[src/rtl/fifo_pkg.sv]
// fifo_pkg: shared helpers for the synchronous FIFO controller.
//   ptr_wrap_inc - pointer increment that wraps at an arbitrary depth
//   limit_ok     - legality test for the reach_limit threshold
//   ae_ok        - legality test for the almost_empty threshold
package fifo_pkg;

  // Wrap with an explicit compare so that depths which are not a power of
  // two still index only the valid entries 0..depth-1.
  function automatic logic [31:0] ptr_wrap_inc(input logic [31:0] ptr,
                                               input logic [31:0] depth);
    return (ptr == depth - 32'd1) ? 32'd0 : ptr + 32'd1;
  endfunction

  function automatic bit limit_ok(input int limit, input int depth);
    return (limit >= 1) && (limit <= depth);
  endfunction

  function automatic bit ae_ok(input int ae, input int depth);
    return (ae >= 0) && (ae < depth);
  endfunction

endpackage

[src/rtl/sync_ram_dp.sv]
// sync_ram_dp: WIDTH x DEPTH storage array.
//   clk   - clock
//   we    - write strobe; wdata is stored at waddr on the rising edge
//   waddr - write index
//   wdata - write data
//   raddr - read index
//   rdata - combinational read of mem[raddr]
// Contents are never reset.
module sync_ram_dp #(
  parameter int DEPTH = 512,
  parameter int WIDTH = 8,
  parameter int AW    = $clog2(DEPTH)
) (
  input  logic             clk,
  input  logic             we,
  input  logic [AW-1:0]    waddr,
  input  logic [WIDTH-1:0] wdata,
  input  logic [AW-1:0]    raddr,
  output logic [WIDTH-1:0] rdata
);

  logic [WIDTH-1:0] mem [DEPTH];

  always_ff @(posedge clk) begin
    if (we) begin
      mem[waddr] <= wdata;
    end
  end

  assign rdata = mem[raddr];

endmodule

[src/rtl/sync_fifo_ctrl.sv]
// sync_fifo_ctrl: single-clock FIFO with occupancy counter, standard or
// first-word-fall-through read, programmable thresholds, sticky errors.
//   clk, rst      - clock; synchronous active-high reset
//   enable        - 0 freezes all state (clear still honoured)
//   clear         - synchronous flush, data_bus_out holds
//   data_bus_in   - write data, write_ins - write request
//   read_ins      - read request (standard) / pop (FWFT)
//   data_bus_out  - read data, data_valid - read strobe / !empty in FWFT
//   full, empty, reach_limit, almost_empty, count - occupancy status
//   overflow, underflow - sticky rejected-request flags
module sync_fifo_ctrl
  import fifo_pkg::*;
#(
  parameter int DEPTH              = 512,
  parameter int WIDTH              = 8,
  parameter int FWFT               = 0,
  parameter int LIMIT_COUNTER      = 58,
  parameter int ALMOST_EMPTY_LEVEL = 2,
  parameter int COUNTER_WIDTH      = $clog2(DEPTH + 1),
  parameter int PTR_WIDTH          = $clog2(DEPTH)
) (
  input  logic                     clk,
  input  logic                     rst,
  input  logic                     enable,
  input  logic                     clear,
  input  logic [WIDTH-1:0]         data_bus_in,
  input  logic                     write_ins,
  input  logic                     read_ins,
  output logic [WIDTH-1:0]         data_bus_out,
  output logic                     data_valid,
  output logic                     full,
  output logic                     empty,
  output logic                     reach_limit,
  output logic                     almost_empty,
  output logic [COUNTER_WIDTH-1:0] count,
  output logic                     overflow,
  output logic                     underflow
);

  if (!limit_ok(LIMIT_COUNTER, DEPTH)) begin : g_bad_limit
    $error("sync_fifo_ctrl: LIMIT_COUNTER must be within 1..DEPTH");
  end
  if (!ae_ok(ALMOST_EMPTY_LEVEL, DEPTH)) begin : g_bad_ae
    $error("sync_fifo_ctrl: ALMOST_EMPTY_LEVEL must be within 0..DEPTH-1");
  end

  logic [PTR_WIDTH-1:0]     wr_ptr_reg, wr_ptr_next;
  logic [PTR_WIDTH-1:0]     rd_ptr_reg, rd_ptr_next;
  logic [COUNTER_WIDTH-1:0] count_reg, count_next;
  logic                     overflow_reg, overflow_next;
  logic                     underflow_reg, underflow_next;
  logic [WIDTH-1:0]         dout_reg, dout_next;
  logic                     dv_reg, dv_next;
  logic [WIDTH-1:0]         ram_rdata;
  logic                     active, rd_acc, wr_acc;

  // Status is a pure function of the occupancy counter.
  assign full         = (count_reg == COUNTER_WIDTH'(DEPTH));
  assign empty        = (count_reg == '0);
  assign reach_limit  = (count_reg >= COUNTER_WIDTH'(LIMIT_COUNTER));
  assign almost_empty = (count_reg <= COUNTER_WIDTH'(ALMOST_EMPTY_LEVEL));
  assign count        = count_reg;
  assign overflow     = overflow_reg;
  assign underflow    = underflow_reg;

  // Requests are only considered in an ordinary enabled cycle; reset and
  // flush swallow any same-cycle request without touching the flags.
  assign active = enable && !clear && !rst;
  assign rd_acc = active && read_ins && !empty;
  // A full FIFO still takes a write when a read frees the slot this edge.
  assign wr_acc = active && write_ins && (!full || rd_acc);

  always_comb begin
    wr_ptr_next    = wr_ptr_reg;
    rd_ptr_next    = rd_ptr_reg;
    count_next     = count_reg;
    overflow_next  = overflow_reg;
    underflow_next = underflow_reg;
    dout_next      = dout_reg;
    dv_next        = 1'b0;
    if (clear) begin
      wr_ptr_next    = '0;
      rd_ptr_next    = '0;
      count_next     = '0;
      overflow_next  = 1'b0;
      underflow_next = 1'b0;
    end else if (active) begin
      if (wr_acc) begin
        wr_ptr_next = PTR_WIDTH'(ptr_wrap_inc(32'(wr_ptr_reg), 32'(DEPTH)));
      end
      if (rd_acc) begin
        rd_ptr_next = PTR_WIDTH'(ptr_wrap_inc(32'(rd_ptr_reg), 32'(DEPTH)));
        dout_next   = ram_rdata;
        dv_next     = 1'b1;
      end
      if (write_ins && !wr_acc) begin
        overflow_next = 1'b1;
      end
      if (read_ins && !rd_acc) begin
        underflow_next = 1'b1;
      end
      case ({wr_acc, rd_acc})
        2'b10:   count_next = count_reg + 1'b1;
        2'b01:   count_next = count_reg - 1'b1;
        default: count_next = count_reg;
      endcase
    end
  end

  always_ff @(posedge clk) begin
    if (rst) begin
      wr_ptr_reg    <= '0;
      rd_ptr_reg    <= '0;
      count_reg     <= '0;
      overflow_reg  <= 1'b0;
      underflow_reg <= 1'b0;
      dout_reg      <= '0;
      dv_reg        <= 1'b0;
    end else begin
      wr_ptr_reg    <= wr_ptr_next;
      rd_ptr_reg    <= rd_ptr_next;
      count_reg     <= count_next;
      overflow_reg  <= overflow_next;
      underflow_reg <= underflow_next;
      dout_reg      <= dout_next;
      dv_reg        <= dv_next;
    end
  end

  sync_ram_dp #(
    .DEPTH (DEPTH),
    .WIDTH (WIDTH),
    .AW    (PTR_WIDTH)
  ) u_ram (
    .clk   (clk),
    .we    (wr_acc),
    .waddr (wr_ptr_reg),
    .wdata (data_bus_in),
    .raddr (rd_ptr_reg),
    .rdata (ram_rdata)
  );

  // FWFT exposes the head entry directly; standard mode uses the output
  // register loaded on each accepted read.
  if (FWFT != 0) begin : g_fwft
    assign data_bus_out = ram_rdata;
    assign data_valid   = !empty;
  end else begin : g_std
    assign data_bus_out = dout_reg;
    assign data_valid   = dv_reg;
  end

endmodule

[config.mk]
export PLATFORM = sky130hd
export DESIGN_NAME = sync_fifo_ctrl
export DESIGN_NICKNAME = d
export VERILOG_FILES = /design/src/rtl/fifo_pkg.sv /design/src/rtl/sync_ram_dp.sv /design/src/rtl/sync_fifo_ctrl.sv
export SDC_FILE = /design/constraint.sdc
export NUM_CORES = 2
export LEC_CHECK = 0
export ABC_AREA = 1
export CELL_PAD_IN_SITES_DETAIL_PLACEMENT = 1
export CELL_PAD_IN_SITES_GLOBAL_PLACEMENT = 1
export CORE_MARGIN = 2
export CORE_UTILIZATION = 55
export CTS_CLUSTER_DIAMETER = 150
export DETAILED_ROUTE_END_ITERATION = 16
export PLACE_DENSITY = 0.81
export SETUP_SLACK_MARGIN = 0.02
export SLEW_MARGIN = 30
export SYNTH_ARGS = -nofsm -noshare
export SYNTH_HDL_FRONTEND = slang
export SYNTH_SLANG_ARGS = --single-unit
export TNS_END_PERCENT = 100
[constraint.sdc]
create_clock -name clk -period 6.85 [get_ports clk]
set_input_delay 1.37 -clock clk [delete_from_list [all_inputs] [get_ports clk]]
set_output_delay 1.37 -clock clk [all_outputs]
set_load 0.01 [all_outputs]
* Word-level counts from Yosys, hierarchy flattened
Memory sizes are Yosys's and may differ from the RTL's. A register that Yosys moved wholly into a read port is not among the register bits. Cells that the tools add are included.
Storage, ports and cells: memory bits (read-only) 0, RAM bits 4096, latch bits 0, memories kept 1, logic and storage cells 51, register bits after elaboration 31
Operators by class: reductions and logical operators 25, $mul 0, muxes and demuxes 6, shift-type cells 0, bitwise operators 2, equal/unequal tests 5, add/sub/neg operators 4, div/mod/pow operators 0, $lt $le $gt $ge 2
Memory list:
- u_ram.mem | words 512, width 8, read ports 1, clocked after Yosys merged registers in 1, wr ports 1, line sync_ram_dp.sv:22 | logic [WIDTH-1:0] mem [DEPTH];
Operators by type and width (count):
- $pmux 10 s2 | 1
- $add 9x1->9 const B | 2
- $eq 9x9->1 const B | 2
- $mux 9 | 2
- $add 10x1->10 const B | 1
- $eq 10x10->1 const B | 1
- $ge 10x6->1 const B | 1
- $le 10x2->1 const B | 1
- $logic_not 10->1 | 1
- $reduce_and 2->1 | 5
- $sub 10x1->10 const B | 1
- $logic_and 1x1->1 | 8
- $logic_not 1->1 | 6
- $mux 1 | 3
- $reduce_and 3->1 | 1
- $reduce_or 3->1 | 1
- $eq 2x1->1 const B | 1
- $eq 2x2->1 const B | 1
- $not 1->1 | 2
- $reduce_bool 2->1 | 1
- $reduce_or 2->1 | 1
- $logic_or 1x1->1 | 1

* Logic depth before layout (Yosys ltp)
depth after elaboration 10, gate-level depth with buffers 18, depth with buffers taken out 18

* By module
From an unflattened synthesis, not the netlist that was laid out.
Second synthesis, totals: cell total of the unflattened synthesis 14203, area total of the unflattened synthesis 168818.2 µm²
By module, submodules not included:
- sync_ram_dp | seq. area each 122998.0 µm², times used 1, cells an instance 13883, area an instance 166568.5 µm²
- sync_fifo_ctrl | seq. area each 780.7 µm², times used 1, cells an instance 320, area an instance 2249.7 µm²

* Worst setup path after synthesis
OpenSTA, ideal clock, no wires.
path type input port to flip-flop, from in rst, to reg count_reg[8], in the netlist count[8], data arrival time 3896 ps, path slack 2841 ps, cell stages on the path 18, path through buf_4 > nor2_8 > nand2_2 > nor2_2 > nand2_4 > nor2_1 > inv_1 > fa_1 > o21ai_0 > nand2_1 > nand2_1 > a21oi_1 > inv_1 > a21oi_1 > o21ai_0 > xor2_1 > o21ai_1 > inv_1
On the way: longest elaborated chain between the ends 9, elaborated cells between the ends (all ways) 13
RTL lines:
- start: declaration | line sync_fifo_ctrl.sv:23 | input logic rst,
- $logic_not 1->1 | line sync_fifo_ctrl.sv:68 | assign active = enable && !clear && !rst;
- $logic_and 1x1->1 | line sync_fifo_ctrl.sv:68
- $logic_and 1x1->1 (2 in series) | line sync_fifo_ctrl.sv:69 | assign rd_acc = active && read_ins && !empty;
- $logic_or 1x1->1 | line sync_fifo_ctrl.sv:71 | assign wr_acc = active && write_ins && (!full || rd_acc);
- $logic_and 1x1->1 | line sync_fifo_ctrl.sv:71
- $eq 2x1->1 / $eq 2x2->1 (equally long branches) | line sync_fifo_ctrl.sv:102 | case ({wr_acc, rd_acc})
- $reduce_bool 2->1 (no line)
- $reduce_and 2->1 (no line)
- end signal: assignment | line sync_fifo_ctrl.sv:122 | count_reg <= count_next;
- end: declaration | line sync_fifo_ctrl.sv:49 | logic [COUNTER_WIDTH-1:0] count_reg, count_next;
Several ways; a longest one is shown, not always the timed one. A chain may end at the register's enable or synchronous reset.

* Worst setup path in the final report
from in rst, to mem u_ram.mem[290][2] (enable)
On the way: longest elaborated chain between the ends 8, elaborated cells between the ends (all ways) 9
RTL lines:
- $logic_not 1->1 (*) | line sync_fifo_ctrl.sv:68
- $logic_and 1x1->1 (*) | line sync_fifo_ctrl.sv:68
- $logic_and 1x1->1 (2 in series) | line sync_fifo_ctrl.sv:69
- $logic_or 1x1->1 | line sync_fifo_ctrl.sv:71
- $logic_and 1x1->1 (*) | line sync_fifo_ctrl.sv:71
- $mux 1 (*) | line sync_ram_dp.sv:25 | if (we) begin
- $mux 1 (implied by the code) (*) | line sync_ram_dp.sv:26 | mem[waddr] <= wdata;
- end: declaration | line sync_ram_dp.sv:22
Mark *: on every way between the ends. The rest lies on a longest branch, timed or not.

==> reports/metrics.csv <==
metric,value,unit
core_region_area,305000,sq um
final_util,60.5,%
cp_max_fo,19,
final_max_slew_viol_count,0,
grt_overflow,0,
pre_cts_ws,903,ps
start_util,55.2,%
nets,13800,
nFillCells,30200,
dp_hpwl,310000,um
post_cts_buffers,0,
drt_iter0_drc,16500,
cts_root_buffer,clkbuf_16,
finalSetupViolations,0,
maxSlewHeadroom,27.5,%
ant_nets,0,
ios,39,
stdcell_area,185000,sq um
startpoint,rst,
grt_max_degree,233,
fmax,198,MHz
syn2layout_area_growth,9.60,%
r2r_cells,15,
timing.critical_path.to,u_ram.mem[290][2]$_DFFE_PP_,
cts_resized,0,
wl_per_cell,29.8,um
synth_top_flop_cell,edfxtp_1,
powerDensity,280,nW/um^2
cp.required,7450,ps
status,completed,
synth_edf_count,4096,
antenna_found_initial,31,
die_h,557,um
setup_slack,1790,ps
synth_area,168000,sq um
cts-htree-levels,5,
ys_types,43,
die_x,557,um
synth_area_per_cell,11.9,sq um
clk_pin_slew_worst_paths,60,ps
cts_max_path_buffers,4,
wl,543000,um
ys_seq_elements,4135,
cap_violations,0,
finalPower,51.7,mW
cts_inserted_buffers,420,
gp_congestion,0.931,
ys_async_sr_fraction,0,%
hold_violations,0,
vias_per_cell,6.42,
layout-drive-gt1-share,5.95,%
dp_cells,17400,
critPathCaptureType,register,
arrival,5660,ps
cts_tree,yes,
setup_tns,0,ps
cts_hold_buf,0,
grt_pass1_vias,122000,
grtUsageTotal,34.5,%
ys_seq_area_share,73.5,%
die-area,311000,sq um
grt_pass1_wl,794000,um
final_cell_count_no_fill,18200,
peakVddDrop,0.298,mV
reg2reg_slack,2200,ps
syn_inst,14100,
synth_fp_nets,14200,
largest_register_ffs,4096,
portBuffers,38,
worstSetupStartpointType,input pin,
worst-setup-path-type,input pin to register,
leakage,62.8,nW
clk_latency,990,ps
dpl_cell_area,171000,sq um
row_count,203,
dr_total_vias,117000,
holdWs,465,ps
clkSinkCount,4135,
period_share,73.9,%
reg2reg_from,rd_ptr_reg[0]$_SDFFE_PP0P_,
r2r-end,data_bus_out[6]$_SDFFE_PP0P_,
rsz0062_at_grt,no,
finClkSkew,44.8,ps
min_path_type,register to register,
first_pass_iters,6,
fin_crit,5060,ps
worst_pin_slew,1080,ps
yosys_warnings,0,
drc_errors,0,
==> critical path: stages <==
cell,delay [ps]
clkdlybuf4s50_1,400
buf_4,210
nor2_8,350
nand2_2,140
nor2_2,200
nand2_4,190
nand4_4,140
nand2_4,150
nor2_2,500
nand2_4,670
buf_4,580
nor2_1,700
==> power breakdown <==
group          total [mW]  switching (mW)  internal (mW)  leakage [nW]
logic               0.873           0.758          0.115          19.0
clock network        23.1            10.0           13.0          6.63
registers            27.8         0.00689           27.8          37.1
==> cell families (layout without fill, tap and decap cells) <==
group | count (synthesis) | count (layout) | share of synthesized area (%)
DFF | 4135 | 4135 | 73.5
other | 0 | 11 | 0
buffers and inverters | 1046 | 1024 | 3.26
and+or+nand+nor | 8880 | 8880 | 22.9
adders and majority gates | 16 | 16 | 0.123
xor gates and xnor gates | 7 | 7 | 0.0364
AOI/OAI and AO/OA | 53 | 53 | 0.176
==> final cells by class <==
cell class | count | area, sq um | share of cell area, %
clock inverters | 278 | 2560 | 1.39
clock buffers | 502 | 11100 | 6.00
diodes | 11 | 27.5 | 0.0149
repair buffers | 190 | 2420 | 1.31
inverters | 54 | 260 | 0.141
flip-flops and latches | 4135 | 124000 | 67.0
multi-input cells | 8956 | 39400 | 21.3
well taps | 4100 | 5130 | 2.78
==> Yosys cell counts, types with 3 or more instances <==
| cell | count | area, sq um |
|---|---|---|
| nor3_1 | 19 | 95.1 |
| o21ai_0 | 13 | 65.1 |
| buf_1 | 73 | 274 |
| inv_1 | 45 | 169 |
| a211oi_1 | 3 | 22.5 |
| o21ai_1 | 7 | 35.0 |
| buf_4 | 104 | 781 |
| nand2_4 | 5 | 56.3 |
| a21oi_1 | 21 | 105 |
| edfxtp_1 | 4096 | 123000 |
| clkbuf_1 | 150 | 563 |
| nor2_2 | 6 | 37.5 |
| nand2_2 | 5 | 31.3 |
| xor2_1 | 6 | 52.6 |
| inv_2 | 3 | 11.3 |
| buf_6 | 53 | 597 |
| buf_2 | 611 | 3060 |
| nand2_1 | 4182 | 15700 |
| inv_4 | 4 | 25.0 |
| nor4_1 | 4 | 25.0 |
| dfxtp_1 | 39 | 781 |
| nand3_1 | 4097 | 20500 |
| ha_1 | 15 | 188 |
| nor2_1 | 553 | 2080 |
==> worst min path at each step <==
stage / from / endpoint / cells after the start / slack [ps]
floorplan: underflow$_SDFFE_PP0P_ / underflow$_SDFFE_PP0P_ / 2 / 470
global placement: underflow$_SDFFE_PP0P_ / underflow$_SDFFE_PP0P_ / 2 / 440
detailed placement: overflow$_SDFFE_PP0P_ / overflow$_SDFFE_PP0P_ / 1 / 460
CTS: underflow$_SDFFE_PP0P_ / underflow$_SDFFE_PP0P_ / 2 / 470
global route: underflow$_SDFFE_PP0P_ / underflow$_SDFFE_PP0P_ / 2 / 470
finish: underflow$_SDFFE_PP0P_ / underflow$_SDFFE_PP0P_ / 2 / 460
==> cells in the final DEF (no fill, tap or decap), types with 9 or more instances in the layout <==
master	Yosys	layout
a21oi_1	21	21
buf_12	0	58
buf_4	104	85
bufinv_16	0	39
clkbuf_1	150	66
clkbuf_16	0	429
clkdlybuf4s50_1	0	30
clkinv_1	2	101
clkinv_2	0	88
clkinvlp_4	0	29
dfxtp_1	39	33
diode_2	0	11
edfxtp_1	4096	4096
ha_1	15	15
inv_1	45	42
inv_6	0	9
nand2_1	4182	4163
nand2_2	5	9
nand2_4	5	16
nand3_1	4097	4097
nor2_1	553	551
nor3_1	19	15
o21ai_0	13	13
==> layer usage <==
layer	routed length [um]	share of wire [%]	up-vias	GRT usage [%]
met5	174	0.032	-	0
li1	-	-	49600	-
met1	204000	38	58800	44.9
met2	258000	47	7076	55.9
met3	52900	9.7	1533	6.62
met4	28200	5.2	24	17.1
Note: power is estimated with default switching activity, not from simulation.
